### src/rtl/tmr_recovery_ctrl.sv
// Fault-recovery sequencer for the triple-redundant core cluster.
// It filters voter mismatches, then holds, resyncs and resumes the cores, and retires a core after repeated faults.
module tmr_recovery_ctrl #(
    parameter int FILTER_CYCLES = 2,
    parameter int HOLD_CYCLES   = 4,
    parameter int RESYNC_CYCLES = 8,
    parameter int MAX_FAULTS    = 3,
    parameter int CNT_W         = 4
) (
    input  logic               clk,
    input  logic               main_rst,
    input  logic [2:0]         voter_state,
    output logic               core_hold,
    output logic [2:0]         core_rst,
    output logic [2:0]         core_disable,
    output logic [1:0]         fault_core,
    output logic [3*CNT_W-1:0] fault_cnt,
    output logic               busy,
    output logic               fatal
);

    localparam int TMAX = (HOLD_CYCLES > RESYNC_CYCLES) ? HOLD_CYCLES : RESYNC_CYCLES;
    localparam int TW   = $clog2(TMAX + 1);
    localparam int FW   = $clog2(FILTER_CYCLES + 1);

    localparam logic [FW-1:0]    FILT_MAX = FW'(FILTER_CYCLES);
    localparam logic [TW-1:0]    H_LAST   = TW'(HOLD_CYCLES - 1);
    localparam logic [TW-1:0]    R_LAST   = TW'(RESYNC_CYCLES - 1);
    localparam logic [CNT_W-1:0] CNT_LIM  = CNT_W'(MAX_FAULTS);

    typedef enum logic [2:0] {
        MONITOR,
        SUSPECT,
        HOLD,
        RESYNC,
        FATAL
    } state_t;

    state_t                  state, state_d;
    logic [FW-1:0]           filt, filt_d;
    logic [TW-1:0]           tmr, tmr_d;
    logic [1:0]              fc_d;
    logic [2:0][CNT_W-1:0]   cnt, cnt_d;
    logic [2:0]              dis_d, rst_d, m;
    logic                    multi, single, go_fatal, hold_d;
    logic [1:0]              idx;

    always_comb begin
        state_d  = state;
        filt_d   = filt;
        tmr_d    = tmr;
        fc_d     = fault_core;
        cnt_d    = cnt;
        dis_d    = core_disable;
        rst_d    = 3'b000;
        hold_d   = 1'b0;

        // A retired core's disagreement is meaningless, so it is masked out.
        m        = voter_state & ~core_disable;
        multi    = (m[0] & m[1]) | (m[0] & m[2]) | (m[1] & m[2]);
        single   = (m != 3'b000) && !multi;
        go_fatal = (voter_state == 3'b111) || multi
                   || ((m != 3'b000) && (core_disable != 3'b000));
        idx      = m[0] ? 2'd0 : (m[1] ? 2'd1 : 2'd2);

        unique case (state)
            MONITOR: begin
                if (go_fatal) begin
                    state_d = FATAL;
                end else if (single) begin
                    fc_d    = idx;
                    filt_d  = FW'(1);
                    state_d = (FILTER_CYCLES == 1) ? HOLD : SUSPECT;
                end
            end
            SUSPECT: begin
                if (go_fatal) begin
                    state_d = FATAL;
                end else if (m == 3'b000) begin
                    state_d = MONITOR;
                end else if (idx != fault_core) begin
                    fc_d   = idx;
                    filt_d = FW'(1);
                end else if (filt + FW'(1) == FILT_MAX) begin
                    filt_d  = FILT_MAX;
                    state_d = HOLD;
                end else begin
                    filt_d = filt + FW'(1);
                end
            end
            HOLD: begin
                if (tmr == H_LAST) begin
                    tmr_d   = '0;
                    state_d = RESYNC;
                end else begin
                    tmr_d = tmr + TW'(1);
                end
            end
            RESYNC: begin
                if (tmr == R_LAST) begin
                    tmr_d   = '0;
                    state_d = MONITOR;
                    for (int i = 0; i < 3; i++)
                        if (fault_core == 2'(i) && cnt[i] >= CNT_LIM)
                            dis_d[i] = 1'b1;
                end else begin
                    tmr_d = tmr + TW'(1);
                end
            end
            FATAL: state_d = FATAL;
            default: state_d = MONITOR;
        endcase

        // Fault is charged once, on the edge that freezes the cluster.
        if (state_d == HOLD && state != HOLD) begin
            tmr_d = '0;
            for (int i = 0; i < 3; i++)
                if (fc_d == 2'(i) && cnt[i] != '1)
                    cnt_d[i] = cnt[i] + CNT_W'(1);
        end

        hold_d = (state_d == HOLD) || (state_d == RESYNC) || (state_d == FATAL);
        rst_d  = dis_d;
        if (state_d == RESYNC)
            for (int i = 0; i < 3; i++)
                if (fc_d == 2'(i))
                    rst_d[i] = 1'b1;
        if (state_d == FATAL)
            rst_d = 3'b111;
    end

    always_ff @(posedge clk or posedge main_rst) begin
        if (main_rst) begin
            state        <= MONITOR;
            filt         <= '0;
            tmr          <= '0;
            fault_core   <= 2'd0;
            cnt          <= '0;
            core_disable <= 3'b000;
            core_rst     <= 3'b000;
            core_hold    <= 1'b0;
            busy         <= 1'b0;
            fatal        <= 1'b0;
        end else begin
            state        <= state_d;
            filt         <= filt_d;
            tmr          <= tmr_d;
            fault_core   <= fc_d;
            cnt          <= cnt_d;
            core_disable <= dis_d;
            core_rst     <= rst_d;
            core_hold    <= hold_d;
            busy         <= (state_d != MONITOR);
            fatal        <= (state_d == FATAL);
        end
    end

    assign fault_cnt = cnt;

endmodule

### config.mk
export PLATFORM = sky130hd
export DESIGN_NAME = tmr_recovery_ctrl
export DESIGN_NICKNAME = d
export VERILOG_FILES = /design/src/rtl/tmr_recovery_ctrl.sv
export SDC_FILE = /design/constraint.sdc
export NUM_CORES = 1
export LEC_CHECK = 0
export CORE_MARGIN = 3
export CORE_UTILIZATION = 55
export CTS_BUF_LIST = sky130_fd_sc_hd__clkbuf_4
export DETAILED_ROUTE_END_ITERATION = 8
export MAX_ROUTING_LAYER = met4
export PLACE_DENSITY = 0.82
export SKIP_CTS_REPAIR_TIMING = 1
export SLEW_MARGIN = 25
export SYNTH_ARGS = -nofsm -noshare
export SYNTH_HDL_FRONTEND = slang
export SYNTH_SLANG_ARGS = --single-unit
### constraint.sdc
create_clock -name clk -period 2.8 [get_ports clk]
set_clock_uncertainty 0.05 [all_clocks]
set_input_delay 0.56 -clock clk [delete_from_list [all_inputs] [get_ports clk]]
set_output_delay 0.56 -clock clk [all_outputs]
set_load 0.01 [all_outputs]
==> metrics.md, run 1 <==
| Metric | Value |
|---|---|
| Core Footprint | `roughly 2900 um2` |
| Crit start category | `primary input` |
| Fin cells | `roughly 270` |
| Critical path arrival | `between 2 and 3 ns` |
| RSZ-0062 raised after global routing | `no` |
| IO Count | `28` |
| FF+latch count, synth | `32` |
| Clock Pin Slew Worst Setup and Hold Paths | `approximately 0.10 ns` |
| Worst stage delay on the critical path | `approximately 0.60 ns` |
| Filler cell count | `approximately 200` |
| Vias in the first global route | `1583` |
| WL/cell | `between 15 and 20 um` |
| Int Power | `roughly 1100 uW` |
| Post-synth cell types | `47` |
| Reg-to-Reg End | `fault_cnt[5]` |
| Endpoints failing setup | `0` |
| GPL Wtd Cong | `~0.96` |
| F_max | `between 0.3 and 0.4 GHz` |
| Outcome | `complete, no violations` |
| Via/cell ratio | `5.81` |
| TritonCTS clock tree | `built` |
| Maximum VDD drop | `roughly 0.00055 V` |
| Compound-cell area share of the yosys netlist | `15.5%` |
| Synth Area in Adders | `about 3.5%` |
| Worst slew margin | `between 60 and 70%` |
| Post-synth EDFFs | `0` |
| Pwr dens | `between 600 and 700 nW/um2` |
| Flop2flop setup slack | `between 0.3 and 0.4 ns` |
| Fin area | `~2300 um2` |
| Root Driver | `clkbuf_4` |
| Reg power frac | `about 40%` |
| Mapped Nets | `180` |
| GRT Total Usage | `between 20% and 30%` |
| Die height | `between 60 and 70 um` |
| Die width | `approximately 63 um` |
| Largest family of logic cells by synthesized area | `simple AND/OR/NAND/NOR gates` |
| Most common cell after layout, fill and taps aside | `dfrtp_1` |
| Vias | `1558` |
| Top FF cell, synth | `dfrtp_1` |
| # clock sinks | `32` |
| Fraction of power consumed by the clock network | `21.5%` |
| Worst-Skew Late Latency | `approximately 0.33 ns` |
| Worst slew pin tran | `a little over 0.5 ns` |
| DRT iter0 DRCs | `170` |
| Hold Path End | `fault_cnt[8]` |
| Switching part of the total | `34.7%` |
| Hold depth | `1` |
| Clk buf depth | `2` |
| WS Path Type | `primary input to flop` |
| Initial Util | `approximately three fifths` |
| Post-Synth XOR/XNOR Area | `5.81%` |
| Net switching power | `approximately 570 uW` |
| Final hold vios | `0` |
| Final min period | `roughly 2.7 ns` |
| Area of the multi-input gates | `916 um2` |
| Leakage | `around 0.0010 uW` |
| Ys Warns | `0` |
| Seq/Total Area, Yosys | `45.4%` |
| Maxcap violations | `0` |
| Final wirelength | `~4.5 mm` |
| Port bufs | `27` |
| Avg Cell Area, Syn | `10.4 um2` |
| Post-synthesis simple-gate area fraction | `about a quarter` |
| DRT antenna net count | `0` |
| Residual DRC | `0` |
| Detail Placement HPWL | `3.42 mm` |
| Register Area | `801 um2` |
| H-tree depth | `2` |
| Post-DP Area | `roughly 2300 um2` |
| Layout cells sized above 1 | `24.3%` |
| Post-Syn Area | `around 1800 um2` |
| Num CTS Buffers | `5` |
| Antenna fix cells | `0` |
| HP Start | `fault_cnt[8]` |
| Area Growth Syn to Fin | `32.6%` |
| Final core occ | `about four fifths` |
| Crit path cell chain | `clkdlybuf4s50_1 > or4_4 > a311oi_4 > and4_1 > nand4_1 > mux2_2` |
| Remaining global-route overflow | `0` |
| R2R depth | `5` |
| Largest net degree at the start of global routing | `33` |
| CP max stage cell | `or4_4` |
| Max Slew Vio Count | `0` |
| Setup crit end kind | `flop` |
| First-pass DRT Iterations | `4` |
| HP Class | `flop to flop` |
| Cells after DPL | `260` |
| Cells after synthesis | `170` |
| Combinational Power Share | `a little under two fifths` |
| CP required | `about 3.0 ns` |
| Tcrit/Tclk final | `between 90% and 100%` |
| Worst r2r src | `core_disable[0]` |
| Rows | `19` |
| Post-synthesis mux area share | `2.55%` |
| CP Max Fanout | `5` |
| Most frequent cells in the layout | `dfrtp_1 (32), clkdlybuf4s50_1 (27), buf_4 (25), nand2_1 (11), nor2_1 (9)` |
| Initial antenna violation count | `0` |
| Post-layout nets | `approximately 240` |
| Fraction of synthesis flops using an asynchronous set or reset pin | `100%` |
| Die ar. | `3930 um2` |
| First-pass GRT wire length | `7.75 mm` |
[area by class of cell]
type                       count  area share (%)
multi-input combinational    125            39.1
sequential                    32            34.2
tap                           42            2.24
clock buffer                   5            1.60
timing repair buffer          52            19.6
inverter                       9            1.44
clock inverter                 3            1.82
[through the flow]
stage               setup slack, ns  hold WS [ns]  power [uW]  setup TNS (ns)
finish                       0.0955         0.480        1630               0
global route                0.00640         0.506        1730               0
CTS                           0.104         0.480        1630               0
detailed placement           -0.244         0.454        1280           -2.59
global placement             -0.172         0.449        1250           -1.55
floorplan                     0.270         0.442         940               0
[power by group through the flow]
stage	combinational, uW	sequential, uW	clock [uW]
6_report	626	655	351
5_1_grt	674	670	386
4_1_cts	625	651	354
3_5_place_dp	620	661	0
3_3_place_gp	604	650	0
2_1_floorplan	276	664	0
[per-layer routing]
metal / track usage [%] / routed length [um] / vias up
met5: - / 0 / -
met4: 10.7 / 87 / 0
met3: 4.14 / 248 / 12
met2: 41.3 / 2280 / 61
met1: 32.9 / 1840 / 746
li1: - / - / 739
[logic make-up after synthesis]
family,count (synthesis)
AOI/OAI and AO/OA,33
xor gates and xnor gates,10
adders and majority gates,5
buffers and inverters,13
DFF,32
muxes,4
and+or+nand+nor,73
[cells in the mapped netlist, types with 2 or more instances]
library cell	instances	area, um2
ha_1	5	62.6
dfrtp_1	32	801
o22ai_1	2	12.5
nor2b_1	9	56.3
nor2_1	9	33.8
or4_4	3	33.8
clkbuf_1	2	7.51
a31o_2	4	35.0
xor2_1	3	26.3
nand4_1	8	50.1
nand3_1	7	35.0
inv_2	2	7.51
xnor2_2	2	32.5
buf_2	2	10.0
nor4_1	5	31.3
mux2_2	4	45.0
o31ai_1	2	15.0
a21o_1	2	15.0
a21oi_1	3	15.0
nand2b_1	4	25.0
o21ai_0	4	20.0
inv_1	7	26.3
nor3_1	6	30.0
or3_1	6	37.5
xnor2_1	5	43.8
nand2_1	11	41.3
[critical path: cells and delay by family]
family                 cells  cell delay, ns
and+or+nand+nor            3            1.15
buffers and inverters      1            0.48
AOI/OAI and AO/OA          1            0.37
muxes                      1            0.31
[state kept, by name (all words and copies together), names as in the netlist]
signal	count
fatal	1
busy	1
core_rst	3
core_hold	1
state	3
fault_core	2
filt	2
core_disable	3
fault_cnt	12
tmr	4
[worst max path at each step]
stage | start | slack [ns] | end
after floorplan | voter_state[0] | 0.27 | fault_cnt[6]
final | voter_state[0] | 0.1 | fault_cnt[5]
after CTS | voter_state[0] | 0.10 | fault_cnt[5]
after global placement | voter_state[0] | -0.17 | fault_cnt[6]
after detailed placement | voter_state[0] | -0.24 | fault_cnt[9]
after global routing | voter_state[0] | 0.006 | fault_cnt[9]
Power figures use the tool's default switching activity.
==> inputs of run 2 (changes only) <==
==> constraint.sdc (replaced) <==
create_clock -name clk -period 3 [get_ports clk]
set_clock_uncertainty 0.05 [all_clocks]
set_input_delay 0.6 -clock clk [delete_from_list [all_inputs] [get_ports clk]]
set_output_delay 0.6 -clock clk [all_outputs]
set_load 0.01 [all_outputs]
==> metrics.md, run 2 (same netlist as run 1, synthesis figures left out) <==
| Metric | Value |
|---|---|
| Outcome | `complete, no violations` |
| DRT antenna net count | `0 (unchanged)` |
| Post-layout nets | `230 (-2.1%)` |
| F_max | `between 0.3 and 0.4 GHz` |
| Critical path arrival | `2.94 ns (+0.07 ns)` |
| Num CTS Buffers | `5 (unchanged)` |
| Clock Pin Slew Worst Setup and Hold Paths | `0.09 ns (about the same)` |
| CP required | `3.17 ns (+0.20 ns)` |
| Pwr dens | `632 nW/um2 (-9.3%)` |
| Core Footprint | `2900 um2 (unchanged)` |
| Detail Placement HPWL | `3.24 mm (-5.2%)` |
| Maximum VDD drop | `0.000433 V (-21%)` |
| Initial Util | `60.9% (unchanged)` |
| WL/cell | `16.5 um (-1.0%)` |
| Remaining global-route overflow | `0 (unchanged)` |
| Maxcap violations | `0 (unchanged)` |
| WS Path Type | `primary input to flop` |
| DRT iter0 DRCs | `121 (-29%)` |
| Initial antenna violation count | `0 (unchanged)` |
| Power, Total | `1440 uW (-12%)` |
| Largest net degree at the start of global routing | `33 (unchanged)` |
| RSZ-0062 raised after global routing | `no` |
| Leakage | `0.00102 uW (-3.2%)` |
| Crit path cell chain | `clkdlybuf4s50_1 > nor2b_1 > o21a_1 > o31ai_1 > o31a_2 > inv_2 > or4_4 > xnor2_2` |
| Tcrit/Tclk final | `between 90 and 100%` |
| IO Count | `28 (unchanged)` |
| Most frequent cells in the layout | `dfrtp_1 (32), clkdlybuf4s50_1 (27), buf_4 (20), nand2_1 (11)` |
| CP max stage cell | `clkdlybuf4s50_1` |
| Flop2flop setup slack | `0.54 ns (+0.19 ns)` |
| Die width | `62.7 um (unchanged)` |
| TritonCTS clock tree | `built` |
| Worst-Skew Late Latency | `0.33 ns (about the same)` |
| Most common cell after layout, fill and taps aside | `dfrtp_1` |
| Final wirelength | `4.33 mm (-2.9%)` |
| Antenna fix cells | `0 (unchanged)` |
| Crit start category | `primary input` |
| Residual DRC | `0 (unchanged)` |
| Area Growth Syn to Fin | `29.0%` |
| First-pass GRT wire length | `7.68 mm (-0.89%)` |
| Vias | `1575 (+1.1%)` |
| Endpoints failing setup | `0 (unchanged)` |
| Setup WS pre-CTS | `-0.0787 ns (+0.166 ns)` |
| Layout cells sized above 1 | `21.7% (-2.6 points)` |
| Setup crit end kind | `flop` |
| Clk buf depth | `2 (unchanged)` |
| Die ar. | `3930 um2 (unchanged)` |
| Final WS setup | `0.230 ns (+0.134 ns)` |
| GPL Wtd Cong | `0.951 (-0.84%)` |
| Die height | `62.7 um (unchanged)` |
| Largest register FFs | `12 (unchanged)` |
| GRT Total Usage | `25.5% (-0.34 points)` |
| Worst hold slack | `0.477 ns (-0.00249 ns)` |
| Worst slew pin tran | `0.435 ns (-0.0795 ns)` |
| HP Class | `flop to flop` |
| Final hold vios | `0 (unchanged)` |
| Worst stage delay on the critical path | `0.60 ns (about the same)` |
| H-tree depth | `2 (unchanged)` |
| Setup TNS | `0 ns (unchanged)` |
| CP Max Fanout | `6 (+1)` |
| Max Slew Vio Count | `0 (unchanged)` |
| Port bufs | `27 (unchanged)` |
| Final min period | `2.77 ns` |
| # clock sinks | `32 (unchanged)` |
| First-pass DRT Iterations | `4 (unchanged)` |
| Vias in the first global route | `1588 (+0.32%)` |
| Via/cell ratio | `5.99 (+3.0%)` |
| Worst slew margin | `70.9% (+6.1 points)` |
| Root Driver | `clkbuf_4` |
| Rows | `19 (unchanged)` |
## run 2: cell types whose count changed in the layout (fill, tap and decap cells not counted), sizes merged
cell	change
bufinv	-1
clkinvlp	-1
buf	-5
clkbuf	+2
## run 2: worst max-delay path: cells and delay by family
| kind | cells | cell delay, ns |
|---|---|---|
| AOI/OAI and AO/OA | 3 | 0.89 |
| buffers and inverters | 2 | 0.68 |
| xor gates and xnor gates | 1 | 0.15 |
| and+or+nand+nor | 2 | 0.63 |
## run 2: worst paths after layout
kind | start | end | cells after the start
worst max-delay path | voter_state[2] | fault_cnt[3] | 8
worst min-delay path | fault_cnt[7] | fault_cnt[7] | 1
worst max register to register | core_disable[2] | fault_cnt[3] | 7
worst min register to register | fault_cnt[7] | fault_cnt[7] | 1
max in group asynchronous | main_rst | core_hold | 3
min in group asynchronous | main_rst | fault_cnt[11] | 3
## run 2: final cells by class
cell class              count  area, um2
repair buffers             47        420
fillers                   212        623
clock buffers               7       52.6
inverters                   9       33.8
well taps                  42       52.6
flip-flops and latches     32        801
multi-input cells         125        913
clock inverters             1       3.75
## run 2: per-layer routing
layer,vias to the layer above,track usage [%],part of all wire (%)
met5,-,-,0
met4,0,11.0,3.1
met3,15,5.94,5.5
met2,73,40.1,48
met1,753,31.6,43
li1,734,-,-
## run 2: power breakdown
part | internal (uW) | total [uW] | leakage [uW] | switching, uW
logic | 297 | 583 | 0.000574 | 285
clock network | 108 | 251 | 0.0000338 | 143
registers | 519 | 606 | 0.000408 | 87.4
## run 2: metrics by stage
step / cells / utilization, % / instance area [um2]
after detailed placement: 255 / 76.6 / 2220
after global routing: 263 / 78.5 / 2280
after CTS: 263 / 78.5 / 2280
after global placement: 255 / 76.6 / 2220
after floorplan: 170 / - / 1770
final: 263 / 78.5 / 2280
==> inputs of run 3 (changes only) <==
--- a/config.mk
+++ b/config.mk
@@ -5,6 +5,7 @@
 export SDC_FILE = /design/constraint.sdc
 export NUM_CORES = 1
 export LEC_CHECK = 0
+export CAP_MARGIN = 25
 export CORE_MARGIN = 3
 export CORE_UTILIZATION = 55
 export CTS_BUF_LIST = sky130_fd_sc_hd__clkbuf_4
==> results of run 3 <==
Final layout, timing and power as in run 2 (identical DEF).
==> RTL edit: new RTL, settings of run 1 <==
Set the parameter `CNT_W` to 3 (it was 4).
--- a/src/rtl/tmr_recovery_ctrl.sv
+++ b/src/rtl/tmr_recovery_ctrl.sv
@@ -6,5 +6,5 @@
     parameter int RESYNC_CYCLES = 8,
     parameter int MAX_FAULTS    = 3,
-    parameter int CNT_W         = 4
+    parameter int CNT_W         = 3
 ) (
     input  logic               clk,
Interface: changed (resized fault_cnt); port bits go from 28 to 25. The function was not compared with the original's and may differ.
==> RTL edit against run 1 <==
  * Cell area fell by 13%
  * Worst setup slack got worse by 0.037 ns
  * Area after synthesis fell by 8.4%
  * Sequential cell count fell by 3
  * Routed wire length fell by 19%
  * Worst hold slack got worse by 0.018 ns
  * Non-clock buffer count fell by 14
  * Largest cell class unchanged
Power is not compared: it rests on default switching activity, and its combinational part moved more than twofold at a synthesized area within 25%.
==> RTL edit: results (changes against run 1) <==
Yosys
  • Proportion of synthesized chip area in sequential cells: 44.9% (-0.50 points)
  • Synthesized area divided by synthesized cell count: 10.9 sq um (+5.3%)
  • Synth cell types: 40 (-15%)
  • Most frequent cells after synthesis: 29 x sky130_fd_sc_hd__dfrtp_1, 12 x sky130_fd_sc_hd__nand2_1, 11 x sky130_fd_sc_hd__ha_1, 11 x sky130_fd_sc_hd__inv_1, 9 x sky130_fd_sc_hd__o21ai_0
  • Main area contributors after synthesis: sky130_fd_sc_hd__dfrtp_1 45%, sky130_fd_sc_hd__ha_1 8.5%, sky130_fd_sc_hd__o21ai_0 2.8%, sky130_fd_sc_hd__nand2_1 2.8%, sky130_fd_sc_hd__inv_1 2.6%

Status
  • Run status: finished clean

Drt
  • Length of routed met3 wiring: 174 um (-30%)
  • Average via count per standard cell: 5.89 (+1.3%)
  • Met1 Wirelength: 1.55 mm (-16%)
  • Iteration-0 DRC count of the detailed router: 76 (-55%)
  • Vias: 1313 (-16%)

Global route
  • Met3 layer usage reported by global route: 7.13% (+3.0 points)
  • Pin count of the biggest net entering global routing: 30 (-9.1%)
  • Met1 layer usage reported by global route: 29.9% (-2.9 points)
  • Met2 Resource Use GR: 39.8% (-1.5 points)
  • Number of global-route vias before repair: 1399 (-12%)

Min path
  • Start point of the worst hold path: filt[1]$_DFFE_PP0P_
  • Worst hold stages: 2 (+1)
  • Worst Hold Path EP: filt[1]$_DFFE_PP0P_

Layout
  • Number of nets in the final layout: 208 (-11%)

Timing
  • Maximum clock frequency: 0.365 GHz (-1.3%)
  • Worst rel slew slack: 69.3% (+4.5 points)

Placement
  • Number of cells in the design after placement: 216 (-17%)
  • DP HPWL: 2.83 mm (-17%)
  • Port Buffer Count: 24 (-11%)
  • Gp weighted congestion: 0.911 (-5.0%)
  • Worst setup slack before clock tree synthesis: -0.292 ns (-0.0479 ns)

Setup path
  • CP arrival: 2.91 ns (+0.04 ns)
  • Flop-to-flop setup slack: 0.26 ns (-0.09 ns)
## RTL edit: layout make-up
cell class | count | area, sq um
inverter | 11 | 41.3
clock buffer | 6 | 45.0
tap | 31 | 38.8
multi-input combinational | 107 | 847
clock inverter | 1 | 3.75
timing repair buffer | 38 | 345
fill | 224 | 734
sequential | 29 | 726
## RTL edit: cells by family after synthesis
logic type | Yosys count | synth area share, %
multiplexers | 8 | 5.49
adder cells (fa/ha/maj) | 11 | 8.51
XOR/XNOR | 4 | 2.17
flip-flops | 29 | 44.9
AND/OR/NAND/NOR | 49 | 19.9
buffers and inverters | 12 | 2.78
AO/OA/AOI/OAI | 35 | 16.3
## RTL edit: critical path: stages
cell and delay, ns:
sky130_fd_sc_hd__clkdlybuf4s50_1 0.43, sky130_fd_sc_hd__or4_4 0.56, sky130_fd_sc_hd__or4b_4 0.58, sky130_fd_sc_hd__o211ai_4 0.10
sky130_fd_sc_hd__nor4b_4 0.35, sky130_fd_sc_hd__mux2_4 0.34
